`src/rtl/gam_mem_initiator.sv`:
```
// gam_mem_initiator
// Initiator side of the GAM memory-layer control bundle. Takes node-level
// requests (READ, WRITE, SCAN, INC_M) over a valid/ready handshake, drives
// registered address/data/strobes towards the memory layer and returns read
// data on a registered valid/ready response channel.
//
// Build option: define GAM_MEM_SCAN_EN to compile in the SCAN operation and
// its node counter. Without it, a SCAN request is answered with rsp_err=1.
module gam_mem_initiator #(
    parameter int          NUM_CLASSES = 16,
    parameter int          NUM_NODES   = 32,
    parameter logic [31:0] M_MAX       = 32'h7FFF_FFFF,
    parameter int          VEC_W       = 32
) (
    input  logic             clk,
    input  logic             rst_n,
    // request channel
    input  logic             req_valid,
    output logic             req_ready,
    input  logic [1:0]       req_op,
    input  logic [31:0]      req_class,
    input  logic [31:0]      req_node,
    input  logic [4:0]       req_fields,
    input  logic [VEC_W-1:0] req_X,
    input  logic [VEC_W-1:0] req_W,
    input  logic [31:0]      req_Th,
    input  logic [31:0]      req_M,
    // memory-layer drive
    output logic [31:0]      mem_class,
    output logic [31:0]      mem_node,
    output logic [31:0]      mem_Th,
    output logic [31:0]      mem_M,
    output logic [VEC_W-1:0] mem_X,
    output logic [VEC_W-1:0] mem_W,
    output logic             mem_X_c,
    output logic             mem_C_c,
    output logic             mem_W_c,
    output logic             mem_T_c,
    output logic             mem_M_c,
    output logic             mem_RD_WR,
    // memory-layer read data
    input  logic [31:0]      mem_rd_class,
    input  logic [31:0]      mem_rd_Th,
    input  logic [31:0]      mem_rd_M,
    input  logic [VEC_W-1:0] mem_rd_X,
    input  logic [VEC_W-1:0] mem_rd_W,
    // response channel
    output logic             rsp_valid,
    input  logic             rsp_ready,
    output logic [31:0]      rsp_class,
    output logic [31:0]      rsp_node,
    output logic [31:0]      rsp_Th,
    output logic [31:0]      rsp_M,
    output logic [VEC_W-1:0] rsp_X,
    output logic [VEC_W-1:0] rsp_W,
    output logic             rsp_last,
    output logic             rsp_err
);

    localparam logic [1:0] OP_READ  = 2'd0;
    localparam logic [1:0] OP_WRITE = 2'd1;
    localparam logic [1:0] OP_SCAN  = 2'd2;
    localparam logic [1:0] OP_INC_M = 2'd3;

    localparam logic MEM_READ  = 1'b0;
    localparam logic MEM_WRITE = 1'b1;

    localparam logic [31:0]      ZERO32  = 32'd0;
    localparam logic [VEC_W-1:0] ZEROVEC = {VEC_W{1'b0}};

    typedef enum logic [1:0] {
        ST_IDLE   = 2'd0,
        ST_ISSUE  = 2'd1,
        ST_RMW_WR = 2'd2,
        ST_RESP   = 2'd3
    } state_t;

    state_t      state_r;
    state_t      next_state_s;
    logic [1:0]  op_r;
    logic [4:0]  fields_r;

    logic        op_ok_s;
    logic        idx_err_s;
    logic [4:0]  req_mask_s;
    logic [4:0]  issue_mask_s;
    logic        issue_wr_s;
    logic [31:0] sat_m_s;
    logic        accept_s;
    logic        rsp_hs_s;

    // Saturating M increment: never exceeds M_MAX, never wraps.
    function automatic logic [31:0] sat_inc(input logic [31:0] m);
        logic [31:0] r;
        if (m >= M_MAX) begin
            r = M_MAX;
        end else begin
            r = m + 32'd1;
        end
        return r;
    endfunction

    // Request decode: legality of the op/indices and the effective strobe mask.
    always_comb begin
        op_ok_s    = 1'b1;
        idx_err_s  = 1'b0;
        req_mask_s = req_fields;
`ifdef GAM_MEM_SCAN_EN
        op_ok_s = 1'b1;
`else
        if (req_op == OP_SCAN) begin
            op_ok_s = 1'b0;
        end else begin
            op_ok_s = 1'b1;
        end
`endif
        if (!op_ok_s || (req_class >= 32'(NUM_CLASSES))) begin
            idx_err_s = 1'b1;
        end else if ((req_op != OP_SCAN) && (req_node >= 32'(NUM_NODES))) begin
            idx_err_s = 1'b1;
        end else begin
            idx_err_s = 1'b0;
        end
        // INC_M touches the M field only, whatever mask came with it
        if (req_op == OP_INC_M) begin
            req_mask_s = 5'b00001;
        end else begin
            req_mask_s = req_fields;
        end
    end

    // Handshake qualifiers, the mask/direction of the next ISSUE cycle and the RMW value.
    always_comb begin
        accept_s     = req_valid && req_ready;
        rsp_hs_s     = rsp_valid && rsp_ready;
        issue_mask_s = fields_r;
        issue_wr_s   = 1'b0;
        if (state_r == ST_IDLE) begin
            issue_mask_s = req_mask_s;
            issue_wr_s   = (req_op == OP_WRITE);
        end else begin
            issue_mask_s = fields_r;
            issue_wr_s   = (op_r == OP_WRITE);
        end
        sat_m_s = sat_inc(mem_rd_M);
    end

    // Next-state logic of the request sequencer.
    always_comb begin
        next_state_s = state_r;
        case (state_r)
            ST_IDLE: begin
                if (accept_s) begin
                    if (idx_err_s) begin
                        next_state_s = ST_RESP;
                    end else begin
                        next_state_s = ST_ISSUE;
                    end
                end else begin
                    next_state_s = ST_IDLE;
                end
            end
            ST_ISSUE: begin
                if (op_r == OP_INC_M) begin
                    next_state_s = ST_RMW_WR;
                end else begin
                    next_state_s = ST_RESP;
                end
            end
            ST_RMW_WR: begin
                next_state_s = ST_RESP;
            end
            ST_RESP: begin
                if (rsp_hs_s) begin
                    if (rsp_last) begin
                        next_state_s = ST_IDLE;
                    end else begin
                        next_state_s = ST_ISSUE;
                    end
                end else begin
                    next_state_s = ST_RESP;
                end
            end
            default: begin
                next_state_s = ST_IDLE;
            end
        endcase
    end

    // State register.
    always_ff @(posedge clk or negedge rst_n) begin
        if (!rst_n) begin
            state_r <= ST_IDLE;
        end else begin
            state_r <= next_state_s;
        end
    end

    // req_ready and the strobes/direction, registered from the next state so they are glitch-free.
    always_ff @(posedge clk or negedge rst_n) begin
        if (!rst_n) begin
            req_ready <= 1'b1;
            mem_X_c   <= 1'b0;
            mem_C_c   <= 1'b0;
            mem_W_c   <= 1'b0;
            mem_T_c   <= 1'b0;
            mem_M_c   <= 1'b0;
            mem_RD_WR <= MEM_READ;
        end else begin
            req_ready <= (next_state_s == ST_IDLE);
            mem_X_c   <= 1'b0;
            mem_C_c   <= 1'b0;
            mem_W_c   <= 1'b0;
            mem_T_c   <= 1'b0;
            mem_M_c   <= 1'b0;
            mem_RD_WR <= MEM_READ;
            case (next_state_s)
                ST_ISSUE: begin
                    {mem_X_c, mem_C_c, mem_W_c, mem_T_c, mem_M_c} <= issue_mask_s;
                    mem_RD_WR <= issue_wr_s ? MEM_WRITE : MEM_READ;
                end
                ST_RMW_WR: begin
                    mem_M_c   <= 1'b1;
                    mem_RD_WR <= MEM_WRITE;
                end
                default: begin
                    mem_RD_WR <= MEM_READ;
                end
            endcase
        end
    end

    // Latched request: op, mask, address and write data (also the scan node counter).
    always_ff @(posedge clk or negedge rst_n) begin
        if (!rst_n) begin
            op_r      <= OP_READ;
            fields_r  <= 5'b00000;
            mem_class <= ZERO32;
            mem_node  <= ZERO32;
            mem_Th    <= ZERO32;
            mem_M     <= ZERO32;
            mem_X     <= ZEROVEC;
            mem_W     <= ZEROVEC;
        end else begin
            // rejected requests never load the address, so nothing out of range is driven
            if ((state_r == ST_IDLE) && accept_s && !idx_err_s) begin
                op_r      <= req_op;
                fields_r  <= req_mask_s;
                mem_class <= req_class;
                mem_node  <= (req_op == OP_SCAN) ? ZERO32 : req_node;
                mem_Th    <= req_Th;
                mem_M     <= req_M;
                mem_X     <= req_X;
                mem_W     <= req_W;
            end
            if (next_state_s == ST_RMW_WR) begin
                mem_M <= sat_m_s;
            end
`ifdef GAM_MEM_SCAN_EN
            if ((state_r == ST_RESP) && (next_state_s == ST_ISSUE)) begin
                mem_node <= mem_node + 32'd1;
            end
`endif
        end
    end

    // Response registers: built on entry to RESP, held until the handshake.
    always_ff @(posedge clk or negedge rst_n) begin
        if (!rst_n) begin
            rsp_valid <= 1'b0;
            rsp_last  <= 1'b0;
            rsp_err   <= 1'b0;
            rsp_class <= ZERO32;
            rsp_node  <= ZERO32;
            rsp_Th    <= ZERO32;
            rsp_M     <= ZERO32;
            rsp_X     <= ZEROVEC;
            rsp_W     <= ZEROVEC;
        end else begin
            case (state_r)
                ST_IDLE: begin
                    if (next_state_s == ST_RESP) begin
                        rsp_valid <= 1'b1;
                        rsp_last  <= 1'b1;
                        rsp_err   <= 1'b1;
                        rsp_class <= ZERO32;
                        rsp_node  <= ZERO32;
                        rsp_Th    <= ZERO32;
                        rsp_M     <= ZERO32;
                        rsp_X     <= ZEROVEC;
                        rsp_W     <= ZEROVEC;
                    end
                end
                ST_ISSUE: begin
                    if (next_state_s == ST_RESP) begin
                        rsp_valid <= 1'b1;
                        rsp_err   <= 1'b0;
                        rsp_node  <= mem_node;
                        rsp_last  <= (op_r == OP_SCAN) ? (mem_node == 32'(NUM_NODES - 1)) : 1'b1;
                        if (op_r == OP_WRITE) begin
                            rsp_X     <= ZEROVEC;
                            rsp_class <= ZERO32;
                            rsp_W     <= ZEROVEC;
                            rsp_Th    <= ZERO32;
                            rsp_M     <= ZERO32;
                        end else begin
                            rsp_X     <= fields_r[4] ? mem_rd_X     : ZEROVEC;
                            rsp_class <= fields_r[3] ? mem_rd_class : ZERO32;
                            rsp_W     <= fields_r[2] ? mem_rd_W     : ZEROVEC;
                            rsp_Th    <= fields_r[1] ? mem_rd_Th    : ZERO32;
                            rsp_M     <= fields_r[0] ? mem_rd_M     : ZERO32;
                        end
                    end
                end
                ST_RMW_WR: begin
                    // report the value actually written back
                    rsp_valid <= 1'b1;
                    rsp_last  <= 1'b1;
                    rsp_err   <= 1'b0;
                    rsp_node  <= mem_node;
                    rsp_class <= ZERO32;
                    rsp_Th    <= ZERO32;
                    rsp_M     <= mem_M;
                    rsp_X     <= ZEROVEC;
                    rsp_W     <= ZEROVEC;
                end
                ST_RESP: begin
                    if (rsp_hs_s) begin
                        rsp_valid <= 1'b0;
                        rsp_last  <= 1'b0;
                        rsp_err   <= 1'b0;
                    end
                end
                default: begin
                    rsp_valid <= 1'b0;
                end
            endcase
        end
    end

endmodule

```
`config.mk`:
```
export PLATFORM = sky130hd
export DESIGN_NAME = gam_mem_initiator
export DESIGN_NICKNAME = d
export VERILOG_FILES = /design/src/rtl/gam_mem_initiator.sv
export SDC_FILE = /design/constraint.sdc
export NUM_CORES = 1
export LEC_CHECK = 0
export CAP_MARGIN = 20
export CORE_AREA = 2 2 293 295
export DETAILED_ROUTE_END_ITERATION = 6
export DIE_AREA = 0 0 295 297
export GPL_TIMING_DRIVEN = 0
export RECOVER_POWER = 25
export SYNTH_ARGS = -nofsm -noshare
export SYNTH_HDL_FRONTEND = slang
export SYNTH_SLANG_ARGS = --single-unit
```
`constraint.sdc`:
```
create_clock -name clk -period 7 [get_ports clk]
set_clock_uncertainty 0.2 [all_clocks]
set_input_delay 1.4 -clock clk [delete_from_list [all_inputs] [get_ports clk]]
set_output_delay 1.4 -clock clk [all_outputs]
set_load 0.1 [all_outputs]
```
==> flow_summary.ini <==
[critical_path]
critPathTopFamily = buffers and inverters
crit_chain = clkdlybuf4s50_1 > nand2b_2 > nand4_1 > nor4_2 > clkbuf_1 > nor2_1 > a21o_1 > ha_1 > mux2i_4 > clkbuf_1 > clkbuf_1 > o21ai_0
reg2reg_depth = 11
endpoint = rsp_node[29]
cp_common_cell = clkbuf_1
slowest_delay_ns = 0.73
cp.arrival_ns = 6.51
cp_slowest_cell = clkbuf_1
path_max_fanout = 13
r2r_start = state_r[1]
cp.required_ns = 7.22
start_kind = input port
r2r_setup_slack_ns = 2.12
setup.worst_path.start = req_op[0]
endpoint_kind = register
cp.depth = 12
crit_type = in2reg
r2r_end = rsp_node[29]
path_buf_inv = 4

[clocking]
htreeDepth = 2
cts_made_buffers = 50
cts_setup_buffers = 0
cts_root_buffer = clkbuf_16
ctsResizeCount = 0
cts_buffer_depth = 3
cts.reportedPaths.clkPinSlew_ns = 0.06
cts_sinks = 403
cts_hold_buf = 0
cts_tree = yes
clock_latency_ns = 0.59

[detailed_routing]
wire_per_inst_um = 21.4
routed_wl_mm = 70.9
vias_per_cell = 4.29
vias = 14220
drt_iter0_drc = 701
drtAntennaViolNets = 0
drtPass1Iterations = 4
drc = 0

[global_routing]
antenna_found_initial = 8
overflow = 0
grt_start_max_net_pins = 115
grt_pass1_wl_mm = 102
track_usage_pct = 15.6
grt_pass1_vias = 14762

[die]
die-area_um2 = 87600
initial_core_util_pct = 19.5
num_rows = 107
dieWidth_um = 295
die_h_um = 297
core_area_um2 = 84500
ios = 757

[synth]
synth_fp_nets = 1683
syn_area_per_cell_um2 = 12.6
yosys-top-cells-area = dfrtp_1, a22o_1, mux2_4, nand2_1, o21ai_0
syn-cell-area_um2 = 16500
synth_seq_cells = 403
yosys_warnings = 0
synthArstFlopShare_pct = 100
syn_inst = 1311
synth_cell_types = 47
yosysTopAreaCell = dfrtp_1
post-synth-top-count-cell = dfrtp_1
synth_top_area_share_pct = 61.0
synth_seq_area_share_pct = 61.2
synth_top_flop_cell = dfrtp_1
synth-edff-count = 0
yosys-top-cells-count = dfrtp_1, a22o_1, nand2_1

[final_layout]
nets = 2498
layout.cells.non_filler = 3317
fillers = 8537
utilization_pct = 32.4
synthToLayoutAreaGrowth_pct = 65.8
design_area_um2 = 27300
drive_gt1_share_pct = 9.75

[hold_path]
hp-class = reg2reg

[timing]
hold_violations = 0
setup-violations-final = 0
setup_ws_ns = 0.704
rsz0062_at_grt = false
relSlewSlack_pct = -231
fmax_mhz = 159
worst_pin_slew_ns = 4.97
slew_violations = 92
fin_crit_sh_pct = 89.9
fin_crit_ns = 6.30

[placement]
place.port_buffers = 754
dp.cells = 3218
dp_hpwl_mm = 54.3
pre_cts_ws_ns = -0.506
gp_congestion = 0.881
place_area_um2 = 25700

[pwr]
p_total_w = 0.00892
leakagePower_nw = 11.4
power_density_nw_per_um2 = 326
peakVddDrop_mv = 0.353

[flow_run]
maxCapViolCount = 1

[status]
outcome = complete, but fails checks
violations = capacitance limit, slew limit
final cells by class:
type                    instances  area (um^2)  share of cell area (%)
flip-flops and latches        403        10100                    36.9
diodes                          8         20.0                  0.0732
repair buffers                763         7760                    28.4
clock inverters                15          140                   0.513
inverters                       9         33.8                   0.124
well taps                    1144         1430                    5.24
plain buffers                 102          534                    1.95
multi-input cells             797         5860                    21.4
clock buffers                  76         1470                    5.38
cell families after synthesis:
kind of cell / count (synthesis) / synth area share (%)
simple gates: 327 / 10.1
mux: 108 / 8.71
flops: 403 / 61.2
compound gates: 337 / 15.0
buf+inv: 111 / 3.41
xor+xnor: 16 / 0.850
fa+ha+maj: 9 / 0.683
stage by stage:
stage / TNS (ns) / hold slack (ns)
3_5_place_dp: -27.63 / 0.270
2_1_floorplan: 0 / 0.290
4_1_cts: 0 / 0.283
3_3_place_gp: -6239.14 / 0.262
5_1_grt: 0 / 0.293
6_report: 0 / 0.278
metal layers:
metal  share of wire [%]  GRT usage (%)  up-vias
met5               0.078              0        -
met4                 3.3           5.48        8
met1                  40           18.6     7059
met2                  49           26.6      583
met3                 7.9           4.36      122
li1                    -              -     6448
sequential cells by signal, summed over array words and instances (netlist names), 2 cells and up:
signal     count
fields_r       5
mem_M         32
mem_Th        32
mem_W         32
mem_X         32
mem_class     32
mem_node      32
op_r           2
rsp_M         32
rsp_Th        32
rsp_W         32
rsp_X         32
rsp_class     32
rsp_node      32
state_r        2
placed cells by master, fill, tap and decap left out, drive strengths merged, types with 17 or more instances in the layout:
master,synthesis,final
clkdlybuf4s50,0,753
dfrtp,402,402
clkbuf,73,148
a22o,128,128
nand2,122,122
mux2,104,104
o21ai,90,90
and2,60,60
buf,29,38
nor4,34,34
a22oi,32,32
nand3,27,27
a31oi,24,24
nor2,24,24
o2bb2ai,22,22
nor3,17,17
report_power, final:
part | internal, W | switching, W | leakage [nW]
registers | 0.00253 | 0.000156 | 5.52
clock network | 0.00152 | 0.00107 | 0.787
logic | 0.000912 | 0.00275 | 5.05
total | 0.00495 | 0.00397 | 11.4
how the worst min path moves through the flow:
stage | start | to | slack (ns) | cells past startpoint
3_3_place_gp | rsp_M[17] | rsp_M[17] | 0.26 | 2
2_1_floorplan | fields_r[0] | fields_r[0] | 0.29 | 2
5_1_grt | mem_class[18] | mem_class[18] | 0.29 | 1
3_5_place_dp | mem_class[12] | mem_class[12] | 0.27 | 1
4_1_cts | rsp_node[16] | rsp_node[16] | 0.28 | 2
6_report | rsp_M[9] | rsp_M[9] | 0.28 | 2
worst register-to-register path, stage by stage, from the launching register on:
cell,delay (ns)
dfrtp_1,0.39
inv_1,0.15
ha_1,0.25
clkbuf_1,0.41
clkbuf_1,0.48
a32o_1,0.27
inv_1,0.09
ha_1,0.26
mux2i_4,0.63
clkbuf_1,0.60
clkbuf_1,0.74
o21ai_0,0.23
Power figures use the tool's default switching activity.
